**src/rtl/csel_pkg.sv**
```systemverilog
// Shared definitions for the carry-select subtractor pipeline.
package csel_pkg;

    localparam int DATA_WIDTH_DEF = 32;
    localparam int STAGE_SIZE_DEF = 4;

    typedef logic [STAGE_SIZE_DEF-1:0] chunk_t;

    // Signed overflow of a - b: operands of opposite sign and a result whose
    // sign differs from the minuend.
    function automatic logic sub_ovf(input logic a_msb, input logic b_msb, input logic d_msb);
        return (a_msb != b_msb) && (d_msb != a_msb);
    endfunction

endpackage

```
**src/rtl/csel_sub_slice.sv**
```systemverilog
// One pipeline slice: resolves CHUNKS carry-select chunks of a + ~b + cin
// starting at bit SLICE_IDX*CHUNKS*STAGE_SIZE, then registers the partial
// difference, the outgoing carry and the operands for the following slices.
module csel_sub_slice
    import csel_pkg::*;
#(
    parameter int DATA_WIDTH = DATA_WIDTH_DEF,
    parameter int STAGE_SIZE = STAGE_SIZE_DEF,
    parameter int CHUNKS     = 4,
    parameter int SLICE_IDX  = 0
) (
    input  logic                  clk,
    input  logic                  rst_n,
    input  logic                  load,
    input  logic                  v_in,
    input  logic [DATA_WIDTH-1:0] a_in,
    input  logic [DATA_WIDTH-1:0] nb_in,
    input  logic [DATA_WIDTH-1:0] diff_in,
    input  logic                  carry_in,
    output logic                  v_out,
    output logic [DATA_WIDTH-1:0] a_out,
    output logic [DATA_WIDTH-1:0] nb_out,
    output logic [DATA_WIDTH-1:0] diff_out,
    output logic                  carry_out
);

    localparam int SLICE_W = STAGE_SIZE * CHUNKS;
    localparam int LO      = SLICE_IDX * SLICE_W;

    logic [SLICE_W-1:0]    slice_sum_s;
    logic [DATA_WIDTH-1:0] diff_next_s;
    logic                  carry_next_s;
    logic                  v_r;
    logic [DATA_WIDTH-1:0] a_r;
    logic [DATA_WIDTH-1:0] nb_r;
    logic [DATA_WIDTH-1:0] diff_r;
    logic                  carry_r;

    for (genvar j = 0; j < CHUNKS; j++) begin : chunk_g
        localparam int BASE = LO + j * STAGE_SIZE;
        logic [STAGE_SIZE-1:0] s0_s;
        logic [STAGE_SIZE-1:0] s1_s;
        logic                  sel_s;
        logic                  cnext_s;

        // Two ripple chains per chunk: one assuming carry-in 0, one assuming 1.
        for (genvar i = 0; i < STAGE_SIZE; i++) begin : bit_g
            logic ci0_s;
            logic ci1_s;
            logic c0_s;
            logic c1_s;
            if (i == 0) begin : g_first
                assign ci0_s = 1'b0;
                assign ci1_s = 1'b1;
            end else begin : g_rest
                assign ci0_s = bit_g[i-1].c0_s;
                assign ci1_s = bit_g[i-1].c1_s;
            end
            fulladder u_fa0 (.a(a_in[BASE+i]), .b(nb_in[BASE+i]), .ci(ci0_s), .s(s0_s[i]), .co(c0_s));
            fulladder u_fa1 (.a(a_in[BASE+i]), .b(nb_in[BASE+i]), .ci(ci1_s), .s(s1_s[i]), .co(c1_s));
        end

        if (j == 0) begin : g_sel_first
            assign sel_s = carry_in;
        end else begin : g_sel_rest
            assign sel_s = chunk_g[j-1].cnext_s;
        end

        mux2 #(.W(STAGE_SIZE)) u_sum_mux (
            .d0 (s0_s),
            .d1 (s1_s),
            .sel(sel_s),
            .y  (slice_sum_s[j*STAGE_SIZE +: STAGE_SIZE])
        );
        mux2 #(.W(1)) u_carry_mux (
            .d0 (bit_g[STAGE_SIZE-1].c0_s),
            .d1 (bit_g[STAGE_SIZE-1].c1_s),
            .sel(sel_s),
            .y  (cnext_s)
        );
    end

    assign carry_next_s = chunk_g[CHUNKS-1].cnext_s;

    // Merge this slice's bits into the partial difference; bits not yet
    // resolved are always zero, so an OR places them without masking.
    always_comb begin
        diff_next_s = diff_in | ({{(DATA_WIDTH-SLICE_W){1'b0}}, slice_sum_s} << LO);
    end

    // Slice register: valid follows the handshake, data loads only with a valid beat.
    always_ff @(posedge clk or negedge rst_n) begin
        if (!rst_n) begin
            v_r     <= 1'b0;
            a_r     <= '0;
            nb_r    <= '0;
            diff_r  <= '0;
            carry_r <= 1'b1;
        end else if (load) begin
            v_r <= v_in;
            if (v_in) begin
                a_r     <= a_in;
                nb_r    <= nb_in;
                diff_r  <= diff_next_s;
                carry_r <= carry_next_s;
            end
        end
    end

    assign v_out     = v_r;
    assign a_out     = a_r;
    assign nb_out    = nb_r;
    assign diff_out  = diff_r;
    assign carry_out = carry_r;

endmodule

```
**src/rtl/fulladder.sv**
```systemverilog
// Single-bit full adder cell.
module fulladder (
    input  logic a,
    input  logic b,
    input  logic ci,
    output logic s,
    output logic co
);

    assign s  = a ^ b ^ ci;
    assign co = (a & b) | (ci & (a ^ b));

endmodule

```
**src/rtl/mux2.sv**
```systemverilog
// Two-input multiplexer cell of configurable width.
module mux2 #(
    parameter int W = 1
) (
    input  logic [W-1:0] d0,
    input  logic [W-1:0] d1,
    input  logic         sel,
    output logic [W-1:0] y
);

    assign y = sel ? d1 : d0;

endmodule

```
**src/rtl/csel_sub_pipe.sv**
```systemverilog
// Pipelined carry-select subtractor: diff = a - b - bi, computed as
// a + ~b + ~bi over PIPE_STAGES register slices with valid/ready flow control.
module csel_sub_pipe
    import csel_pkg::*;
#(
    parameter int DATA_WIDTH  = DATA_WIDTH_DEF,
    parameter int STAGE_SIZE  = STAGE_SIZE_DEF,
    parameter int PIPE_STAGES = 2
) (
    input  logic                  clk,
    input  logic                  rst_n,
    input  logic                  in_valid,
    output logic                  in_ready,
    input  logic [DATA_WIDTH-1:0] a,
    input  logic [DATA_WIDTH-1:0] b,
    input  logic                  bi,
    output logic                  out_valid,
    input  logic                  out_ready,
    output logic [DATA_WIDTH-1:0] diff,
    output logic                  bo,
    output logic                  ovf
);

    localparam int STAGE_NUM = DATA_WIDTH / STAGE_SIZE;
    localparam int CPP       = STAGE_NUM / PIPE_STAGES;

    // Index 0 carries the incoming operands; index k+1 is the output of slice k.
    logic                  v_s     [PIPE_STAGES+1];
    logic [DATA_WIDTH-1:0] a_s     [PIPE_STAGES+1];
    logic [DATA_WIDTH-1:0] nb_s    [PIPE_STAGES+1];
    logic [DATA_WIDTH-1:0] diff_s  [PIPE_STAGES+1];
    logic                  carry_s [PIPE_STAGES+1];
    logic [PIPE_STAGES:0]  ready_s;

    assign v_s[0]     = in_valid;
    assign a_s[0]     = a;
    assign nb_s[0]    = ~b;
    assign diff_s[0]  = '0;
    assign carry_s[0] = ~bi;

    for (genvar k = 0; k < PIPE_STAGES; k++) begin : slice_g
        csel_sub_slice #(
            .DATA_WIDTH(DATA_WIDTH),
            .STAGE_SIZE(STAGE_SIZE),
            .CHUNKS    (CPP),
            .SLICE_IDX (k)
        ) u_slice (
            .clk      (clk),
            .rst_n    (rst_n),
            .load     (ready_s[k]),
            .v_in     (v_s[k]),
            .a_in     (a_s[k]),
            .nb_in    (nb_s[k]),
            .diff_in  (diff_s[k]),
            .carry_in (carry_s[k]),
            .v_out    (v_s[k+1]),
            .a_out    (a_s[k+1]),
            .nb_out   (nb_s[k+1]),
            .diff_out (diff_s[k+1]),
            .carry_out(carry_s[k+1])
        );
    end

    // Ready chain: a slice may load when the slice after it is empty or moving on.
    always_comb begin
        ready_s              = '0;
        ready_s[PIPE_STAGES] = out_ready;
        for (int k = PIPE_STAGES - 1; k >= 0; k--) begin
            ready_s[k] = !v_s[k+1] || ready_s[k+1];
        end
    end

    assign in_ready  = ready_s[0];
    assign out_valid = v_s[PIPE_STAGES];
    assign diff      = diff_s[PIPE_STAGES];
    assign bo        = ~carry_s[PIPE_STAGES];
    assign ovf       = sub_ovf(a_s[PIPE_STAGES][DATA_WIDTH-1],
                               ~nb_s[PIPE_STAGES][DATA_WIDTH-1],
                               diff_s[PIPE_STAGES][DATA_WIDTH-1]);

endmodule

```
**config.mk**
```make
export PLATFORM = sky130hd
export DESIGN_NAME = csel_sub_pipe
export DESIGN_NICKNAME = d
export VERILOG_FILES = /design/src/rtl/csel_pkg.sv /design/src/rtl/csel_sub_slice.sv /design/src/rtl/fulladder.sv /design/src/rtl/mux2.sv /design/src/rtl/csel_sub_pipe.sv
export SDC_FILE = /design/constraint.sdc
export NUM_CORES = 1
export LEC_CHECK = 0
export ABC_AREA = 1
export BUFFER_PORTS_ARGS = -buffer_cell sky130_fd_sc_hd__buf_2
export CORE_ASPECT_RATIO = 1.2
export CORE_UTILIZATION = 51
export CTS_BUF_LIST = sky130_fd_sc_hd__clkbuf_4
export DETAILED_ROUTE_END_ITERATION = 16
export GPL_ROUTABILITY_DRIVEN = 1
export PLACE_DENSITY = 0.86
export SLEW_MARGIN = 25
export SYNTH_ARGS = -nofsm -noshare
export SYNTH_HDL_FRONTEND = slang
export SYNTH_SLANG_ARGS = --single-unit
export TNS_END_PERCENT = 100
```
**constraint.sdc**
```tcl
create_clock -name clk -period 6.5 [get_ports clk]
set_input_delay 1.95 -clock clk [delete_from_list [all_inputs] [get_ports clk]]
set_output_delay 1.95 -clock clk [all_outputs]
set_load 0.01 [all_outputs]
```
# --- Word-level counts from Yosys, hierarchy flattened ---
# Cells that the tools add are included.
# Widths: inputs -> output; s select.
totals:
  regBits: 180
  latch_bits: 0
  ramBits: 0
  rom_bits: 0
  in_bits: 69
  n_memories: 0
op_classes:
  add_sub_neg: 0
  multipliers: 0
  div_mod_pow: 0
  magnitude_cmp: 0
  n_eq_ne: 2
  shift: 0
  muxes: 16
  n_bitwise: 228
  n_reduce_logical: 7
ops:
  columns: ["operator", "count"]
  rows:
  - ["$and 1x1->1", 80]
  - ["$xor 1x1->1", 80]
  - ["$or 1x1->1", 56]
  - ["$mux 4", 8]
  - ["$not 32->32", 1]
  - ["$or 16x32->32", 1]
  - ["$not 1->1", 10]
  - ["$mux 1", 8]
  - ["$reduce_and 2->1", 2]
  - ["$logic_not 1->1", 2]
  - ["$logic_or 1x1->1", 2]
  - ["$ne 1x1->1", 2]
  - ["$logic_and 1x1->1", 1]

# --- Logic depth before layout (Yosys ltp) ---
# Gate-level depths: netlist of the first run.
logic_depth:
  ltp_word: 13
  depth_mapped: 30

# --- Hierarchy ---
# From an unflattened synthesis of the first run, not the netlist that was laid out.
hier_totals:
  hier_cells: 1174
  area_unflattened_um2: 9715.6
by_module_without_submodules:
  columns: ["module", "n_inst", "cells_each", "area_each_um2"]
  rows:
  - ["csel_sub_slice", 2, 463, 3871.2]
  - ["fulladder", 64, 1, 20.0]
  - ["mux2 (slice_g[0].u_slice.chunk_g[0].u_sum_mux ...)", 8, 13, 48.8]
  - ["csel_sub_pipe", 1, 48, 181.4]
  - ["mux2 (slice_g[0].u_slice.chunk_g[0].u_carry_mux ...)", 8, 4, 15.0]

# --- Worst setup path after synthesis of the first run ---
# OpenSTA, ideal clock, no wires.
synth_timing:
  path_type: "input -> register"
  startpoint: "input port a[0]"
  endpoint: "register slice_g[0].u_slice.diff_r[15]"
  t_arrival_ns: 7.275
  slack_ns: -0.892
  stages: 27
  path_cell_list: "inv_1 -> ha_1 -> nand2_1 -> o21ai_0 -> fa_1 -> fa_1 -> inv_1 -> fa_1 -> inv_1 -> o21ai_0 -> fa_1 -> inv_1 -> fa_1 -> fa_1 -> inv_1 -> o21ai_0 -> fa_1 -> fa_1 -> fa_1 -> inv_1 -> o21ai_0 -> fa_1 -> fa_1 -> inv_1 -> fa_1 -> nand3_1 -> nand2_1"
synth_via:
  elab_chain_cells: 12
  word_cells_on_any_way: 19
  classes_between: "4 x mux; 15 x bitwise"
synth_lines:
  columns: ["item", "line", "text"]
  rows:
  - ["start, declared", "csel_sub_pipe.sv:14", "input logic [DATA_WIDTH-1:0] a,"]
  - ["$and 1x1->1 or $xor 1x1->1 (tied branches)", "fulladder.sv:11", "assign co = (a & b) | (ci & (a ^ b));"]
  - ["$or 1x1->1", "fulladder.sv:11", null]
  - ["$and 1x1->1", "fulladder.sv:11", null]
  - ["$or 1x1->1", "fulladder.sv:11", null]
  - ["$and 1x1->1", "fulladder.sv:11", null]
  - ["$or 1x1->1", "fulladder.sv:11", null]
  - ["$and 1x1->1", "fulladder.sv:11", null]
  - ["$or 1x1->1", "fulladder.sv:11", null]
  - ["$mux 1 (*) (3 in a row)", "mux2.sv:11", "assign y = sel ? d1 : d0;"]
  - ["$mux 4 (*)", "mux2.sv:11", null]
  - ["net slice_g[0].u_slice.chunk_g[3].u_sum_mux.y[3]", "mux2.sv:8", "output logic [W-1:0] y"]
  - ["end signal, assigned", "csel_sub_slice.sv:104", "diff_r <= diff_next_s;"]
  - ["end, declared", "csel_sub_slice.sv:36", "logic [DATA_WIDTH-1:0] diff_r;"]
# The timed path passes the listed nets; every way through them passes the cells marked *.
# A chain may end at the register's enable or synchronous reset.

# --- Worst setup path in the final report of the first run ---
# Ends and elaborated chain as after synthesis.

==> results of run 1 <==
-- area by class of cell --
type	count	area, um2	area share
flip-flops and latches	86	2150	0.407
clock inverters	5	50.0	0.00945
multi-input cells	338	2060	0.389
clock buffers	11	82.6	0.0156
inverters	54	215	0.0406
well taps	117	146	0.0276
repair buffers	109	586	0.111
-- cell families after synthesis --
kind of cell / Yosys count
buffers and inverters: 109
flip-flops: 86
AO/OA/AOI/OAI: 13
adder cells (fa/ha/maj): 40
AND/OR/NAND/NOR: 285
-- synth_stat cells --
library cell    n
clkbuf_2        1
buf_2          14
nand3b_1       25
nand3_2         1
nor2_1          2
fa_1           24
nand3_1        24
o21ai_0        12
nand2_1       233
clkbuf_1        7
dfstp_2         2
buf_4          33
inv_1          53
ha_1           16
a21oi_1         1
inv_2           1
dfrtp_1        84
-- worst reg2reg max path: stages, from the launching register on --
cell	delay, ns
dfrtp_1	0.42
ha_1	0.20
nand2_1	0.06
o21ai_1	0.09
fa_2	0.36
fa_2	0.37
fa_2	0.41
inv_2	0.08
o21ai_1	0.07
fa_2	0.36
fa_2	0.41
fa_2	0.41
inv_2	0.08
o21ai_1	0.09
fa_2	0.37
fa_2	0.40
fa_2	0.40
inv_2	0.08
o21ai_1	0.09
fa_2	0.41
fa_1	0.43
inv_1	0.09
fa_1	0.40
o21ai_2	0.11
-- metal layers --
metal / global-route usage / vias to the layer above / wire [um]
met5: 0 / - / 0
met4: 0.0964 / 0 / 216
met3: 0.0431 / 18 / 401
met2: 0.393 / 90 / 4890
met1: 0.250 / 1658 / 3860
li1: - / 1713 / -
-- repair_timing --
item                                   4_1_cts  5_1_grt
pin swaps                                    5        7
setup endpoints to repair                    6        4
resized for setup                           21        3
buffers inserted                             1        1
endpoints found under the hold margin        0        0
-- power breakdown --
group / total, mW / internal, mW / switching [mW] / leakage (nW)
combinational: 0.529 / 0.222 / 0.307 / 1.83
sequential: 0.765 / 0.678 / 0.0866 / 1.06
clock: 0.296 / 0.123 / 0.173 / 0.0719
total: 1.59 / 1.02 / 0.567 / 2.96
-- flip-flops by register name (all words and copies together), names as in the netlist --
register	count
slice_g.u_slice.diff_out	48
slice_g.u_slice.v_out	2
slice_g.u_slice.nb_out	17
slice_g.u_slice.carry_out	2
slice_g.u_slice.a_out	17
-- metrics by stage --
stage | std cells | setup WS, ns
2_1_floorplan | 533 | -0.446
3_3_place_gp | 702 | -0.786
3_5_place_dp | 702 | -0.917
4_1_cts | 719 | -0.263
5_1_grt | 720 | -0.447
6_report | 720 | -0.262
-- worst max-delay path by stage --
| stage | to | slack, ns |
|---|---|---|
| 5_1_grt | slice_g[0].u_slice.diff_out[15]$_DFFE_PN0P_ | -0.45 |
| 3_5_place_dp | slice_g[0].u_slice.diff_out[15]$_DFFE_PN0P_ | -0.92 |
| 3_3_place_gp | slice_g[0].u_slice.diff_out[15]$_DFFE_PN0P_ | -0.79 |
| 4_1_cts | slice_g[0].u_slice.diff_out[15]$_DFFE_PN0P_ | -0.26 |
| 6_report | slice_g[0].u_slice.diff_out[15]$_DFFE_PN0P_ | -0.26 |
| 2_1_floorplan | slice_g[0].u_slice.diff_out[15]$_DFFE_PN0P_ | -0.45 |
==> impl_results.md, run 1 <==
- Root buf cell: clkbuf_4
- Vias/cell: around 4.8
- Routed WL per cell: 13.0 um
- Final Wtd Congestion: 0.790
- Layout cell share with drive strength beyond 1: 0.285
- Hold Path End: slice_g[1].u_slice.diff_out[2]$_DFFE_PN0P_
- WHS: ~0.48 ns
- Core Rows: 37
- Critical Path RT: about 7 ns
- Final worst path period share: 1.04
- Core area: 0.00870 mm2
- CP max stage delay: 0.43 ns
- Failing checks: negative setup slack
- H-tree depth: 3
- Final Hold Viols: 0
- Cell variety after synth: 17
- Synth-to-Final Area Change: 13.9%
- CTS max path bufs: 2
- Worst Reg-to-Reg Cells: 23
- Yosys warns: 0
- Setup ws final: -0.262 ns
- ANT cells: 0
- Total Routing Usage GR: 0.220
- Starting density of the core: 0.535
- Core Util, Final: 0.609
- Commonest non-fill, non-tap cell in the layout: nand2_1
- Clock Latency Late Sink: 0.44 ns
- CP endpoint kind: flop
- Nets: 707
- Worst setup path category: input pin to flop
- Most frequent cells in the layout: nand2_1, buf_2, dfrtp_1
- CP Depth: 28
- CP startpoint: a[0]
- Die W: 89.2 um
- CTS tree: yes
- Worst Clk Skew: 0.0189 ns
- Synthesized Nets: 642
- Final instance area: 0.00530 mm2
- Post-Synth Adder-Cell Area: 0.146
- Ports: 105
- Crit path launch type: input pin
- Synth Instances: 533
- Placement-stage cell area: 0.00508 mm2
- Post-Synthesis Cell Area: 0.00465 mm2
- Cell area power density: about 300 mW/mm2
- Clk sinks: 86
- Hold path depth: 2
- Drt drc: 0
- Max-slew headroom: 0.329
- Pwr Total: 1.59 mW
- CTS buffer count: 9
- Area share of the largest cell type after synthesis: 0.452
- Fin crit period: 6.76 ns
- Leakage: between 2 and 3 nW
- HPWL Detailed: 6.43 mm
- Initial antenna violation count: 0
- Hold Path Class: flop to flop
- Largest cells by area after synthesis: dfrtp_1, nand2_1, fa_1
- Pin slew with the least headroom to its limit: 1.00 ns
- # port buffers: 104
- Simple-gate area share of the yosys netlist: 0.258
- Max VDD drop: 0.000110 V
- Arrival @ worst endpoint: around 7.1 ns
- Status: finished with violations
- Flops & latches, synth: 86
- DRT iter0 DRCs: 176
- CP bufs+invs: 8
- R2R setup slack: 0.26 ns
- Die Span Y: 107 um
- Hold Crit Start: slice_g[0].u_slice.diff_out[2]$_DFFE_PN0P_
- Cell with the biggest individual delay on the critical path: fa_2
- Family with the most delay on the worst path: adder cells
- DIE AREA: 0.00951 mm2
- RSZ-0062 raised after global routing: true
- Syn Area/Cell: 8.73 um2
- Drt first pass iters: 4
- Hold_buf cts: 0
- Routed vias: 3,479
- Vias in the first global route: 3,620
- Clk slew on worst S/H paths: 0.12 ns
- Max-slew violations: 0
- Mux contribution to synthesized area: 0
- Largest family of logic cells by synthesized area: simple AND/OR/NAND/NOR gates
- Fillcell total: 756
- RR Startpoint: slice_g[0].u_slice.a_out[16]$_DFFE_PN0P_
- Post-Synth XOR/XNOR Area: 0
- First-pass GRT wire length: roughly 16 mm
- Seq/Total Area, Yosys: 0.463
- Setup_tns: -0.264 ns
- Largest net degree at the start of global routing: 87
- Antenna-violating nets left: 0
- Max Fclk: 148 MHz
- Overflow after GRT: 0
- Final setup violation count: 2
- Reg-to-reg critical path endpoint: slice_g[1].u_slice.diff_out[31]$_DFFE_PN0P_
- # Max-Cap Violations: 0
- Crit-path most repeated cell: fa_2
- Synth area leader: dfrtp_1
- Complex-gate fraction of the synthesized area: 0.0140
- Crit-path max FO: 3
- Routed wire length: 9.37 mm
No activity file was read; power rests on OpenSTA's default activity.
==> inputs of run 2 (changes only) <==
--- a/config.mk
+++ b/config.mk
@@ -7,7 +7,7 @@
 export LEC_CHECK = 0
 export ABC_AREA = 1
 export BUFFER_PORTS_ARGS = -buffer_cell sky130_fd_sc_hd__buf_2
-export CORE_ASPECT_RATIO = 1.2
+export CORE_ASPECT_RATIO = 1.75
 export CORE_UTILIZATION = 51
 export CTS_BUF_LIST = sky130_fd_sc_hd__clkbuf_4
 export DETAILED_ROUTE_END_ITERATION = 16
==> impl_results.md, run 2 (same netlist as run 1, synthesis figures left out) <==
- R2R setup slack: 0.31 ns
- Die W: 74.2 um
- DRT iter0 DRCs: 266
- Leakage: a little under 3 nW
- # Max-Cap Violations: 0
- Initial antenna violation count: 1
- Setup ws final: -0.257 ns
- Worst Setup EP: slice_g[0].u_slice.diff_out[15]$_DFFE_PN0P_
- Synth-to-Final Area Change: 13.3%
- CP startpoint: a[0]
- Hold Path Class: flop to flop
- Starting density of the core: 0.530
- Worst Reg-to-Reg Cells: 23
- Crit-path max FO: 3
- Max-slew headroom: 0.367
- Total Routing Usage GR: 0.211
- Pin slew with the least headroom to its limit: 0.949 ns
- First-pass GRT wire length: roughly 15 mm
- Cell area power density: approximately 290 mW/mm2
- Core Util, Final: 0.600
- Root buf cell: clkbuf_4
- CP endpoint kind: flop
- Non-filler cells, final: between 700 and 800
- Worst Clk Skew: 0.0155 ns
- Pwr Total: 1.54 mW
- Clock Latency Late Sink: 0.43 ns
- Final instance area: 0.00527 mm2
- Placed Cells: 702
- Final Wtd Congestion: a little over 0.8
- Hold_buf cts: 0
- Arrival @ worst endpoint: 7.07 ns
- Overflow after GRT: 0
- Routed WL per cell: 12.7 um
- Setup_tns: -0.257 ns
- Clk sinks: 86
- Most frequent cells in the layout: nand2_1, buf_2, dfrtp_1
- Status: finished with violations
- Max-slew violations: 0
- RR Startpoint: slice_g[0].u_slice.a_out[16]$_DFFE_PN0P_
- Max VDD drop: 0.000119 V
- CTS buffer count: 9
- Critical Path RT: 6.82 ns
- Final worst path period share: 1.04
- Placement-stage cell area: 0.00508 mm2
- HPWL Detailed: 6.26 mm
- Reg-to-reg critical path endpoint: slice_g[1].u_slice.diff_out[31]$_DFFE_PN0P_
- # port buffers: between 100 and 150
- DIE AREA: 0.00952 mm2
- Final setup violation count: 1
- Ports: 105
- Commonest non-fill, non-tap cell in the layout: nand2_1
- CTS max path bufs: 2
- Fin crit period: just under 7 ns
- Routed wire length: 9.19 mm
- Layout cell share with drive strength beyond 1: 0.282
- Antenna-violating nets left: 0
- Largest net degree at the start of global routing: 87
- Core Rows: between 40 and 50
- Max Fclk: 148 MHz
- Nets: 707
- Routed vias: 3,433
- Failing checks: negative setup slack
- RSZ-0062 raised after global routing: true
- Die Span Y: approximately 130 um
- H-tree depth: 3
- Vias/cell: 4.76
- Drt drc: 0
- Final Hold Viols: 0
- Core area: a little under 0.009 mm2
- Vias in the first global route: 3,503
- Max reg flops: 48
- Clk slew on worst S/H paths: 0.12 ns
- Crit path launch type: input pin
- Worst setup path category: input pin to flop
- CTS tree: yes
- Drt first pass iters: 5
==> run 2: cell types whose count changed in the layout (fill, tap and decap cells not counted), sizes merged <==
| cell | change |
|---|---|
| bufinv | -1 |
| clkbuf | +1 |
| clkinv | +2 |
| clkinvlp | -1 |
| diode | +1 |
| inv | -1 |
==> run 2: area by class of cell <==
class / instances / area (um2)
Fill cell: 781 / 3510
Sequential cell: 86 / 2150
Multi-Input combinational cell: 338 / 2060
Timing Repair Buffer: 109 / 586
Inverter: 54 / 215
Tap cell: 117 / 146
Clock buffer: 12 / 90.1
Clock inverter: 4 / 16.3
Antenna cell: 1 / 2.50
==> run 2: metal layers <==
metal	global-route usage	vias to the layer above	share of wire
li1	-	1713	-
met1	0.234	1617	0.40
met2	0.372	83	0.53
met3	0.0384	20	0.042
met4	0.113	0	0.026
met5	0	-	0
==> run 2: worst min-delay path by stage <==
| stage | to | from | cells past startpoint |
|---|---|---|---|
| 4_1_cts | slice_g[1].u_slice.diff_out[6]$_DFFE_PN0P_ | slice_g[0].u_slice.diff_out[6]$_DFFE_PN0P_ | 2 |
| 3_5_place_dp | slice_g[1].u_slice.diff_out[6]$_DFFE_PN0P_ | slice_g[0].u_slice.diff_out[6]$_DFFE_PN0P_ | 2 |
| 6_report | slice_g[1].u_slice.diff_out[14]$_DFFE_PN0P_ | slice_g[0].u_slice.diff_out[14]$_DFFE_PN0P_ | 2 |
| 3_3_place_gp | slice_g[1].u_slice.diff_out[4]$_DFFE_PN0P_ | slice_g[0].u_slice.diff_out[4]$_DFFE_PN0P_ | 2 |
| 2_1_floorplan | slice_g[0].u_slice.a_out[31]$_DFFE_PN0P_ | slice_g[0].u_slice.a_out[31]$_DFFE_PN0P_ | 2 |
| 5_1_grt | slice_g[1].u_slice.diff_out[21]$_DFFE_PN0P_ | slice_g[1].u_slice.diff_out[21]$_DFFE_PN0P_ | 2 |
==> run 2: what timing repair did <==
action / 4_1_cts / 5_1_grt
setup buffers: 1 / 1
pin swaps: 7 / 8
hold endpoints to repair: 0 / 0
setup endpoints to repair: 5 / 4
gates resized for setup: 11 / 11
==> run 2: worst max-delay path, stage by stage <==
cell and delay [ns]:
buf_12 0.10, inv_12 0.03, ha_4 0.14, nand2_2 0.07, o21ai_2 0.06, fa_2 0.33, fa_2 0.34, inv_2 0.06
fa_2 0.19, inv_2 0.05, o21ai_2 0.14, fa_2 0.21, inv_2 0.04, fa_2 0.33, fa_2 0.36, inv_2 0.08
o21ai_2 0.06, fa_2 0.35, fa_2 0.36, fa_2 0.38, inv_2 0.08, o21ai_2 0.05, fa_2 0.34, fa_2 0.34
inv_2 0.06, fa_2 0.43, nand3_2 0.09, nand2_2 0.06
==> run 2: power by group <==
group	internal, mW	total (mW)	switching, mW
sequential	0.678	0.765	0.0861
combinational	0.219	0.517	0.298
clock	0.0878	0.257	0.170
total	0.986	1.54	0.554
==> run 2: through the flow <==
| stage | hold slack (ns) | worst slack, ns |
|---|---|---|
| floorplan | 0.442 | -0.446 |
| CTS | 0.485 | -0.255 |
| detailed placement | 0.458 | -0.884 |
| finish | 0.483 | -0.257 |
| global placement | 0.454 | -0.799 |
| global route | 0.506 | -0.409 |
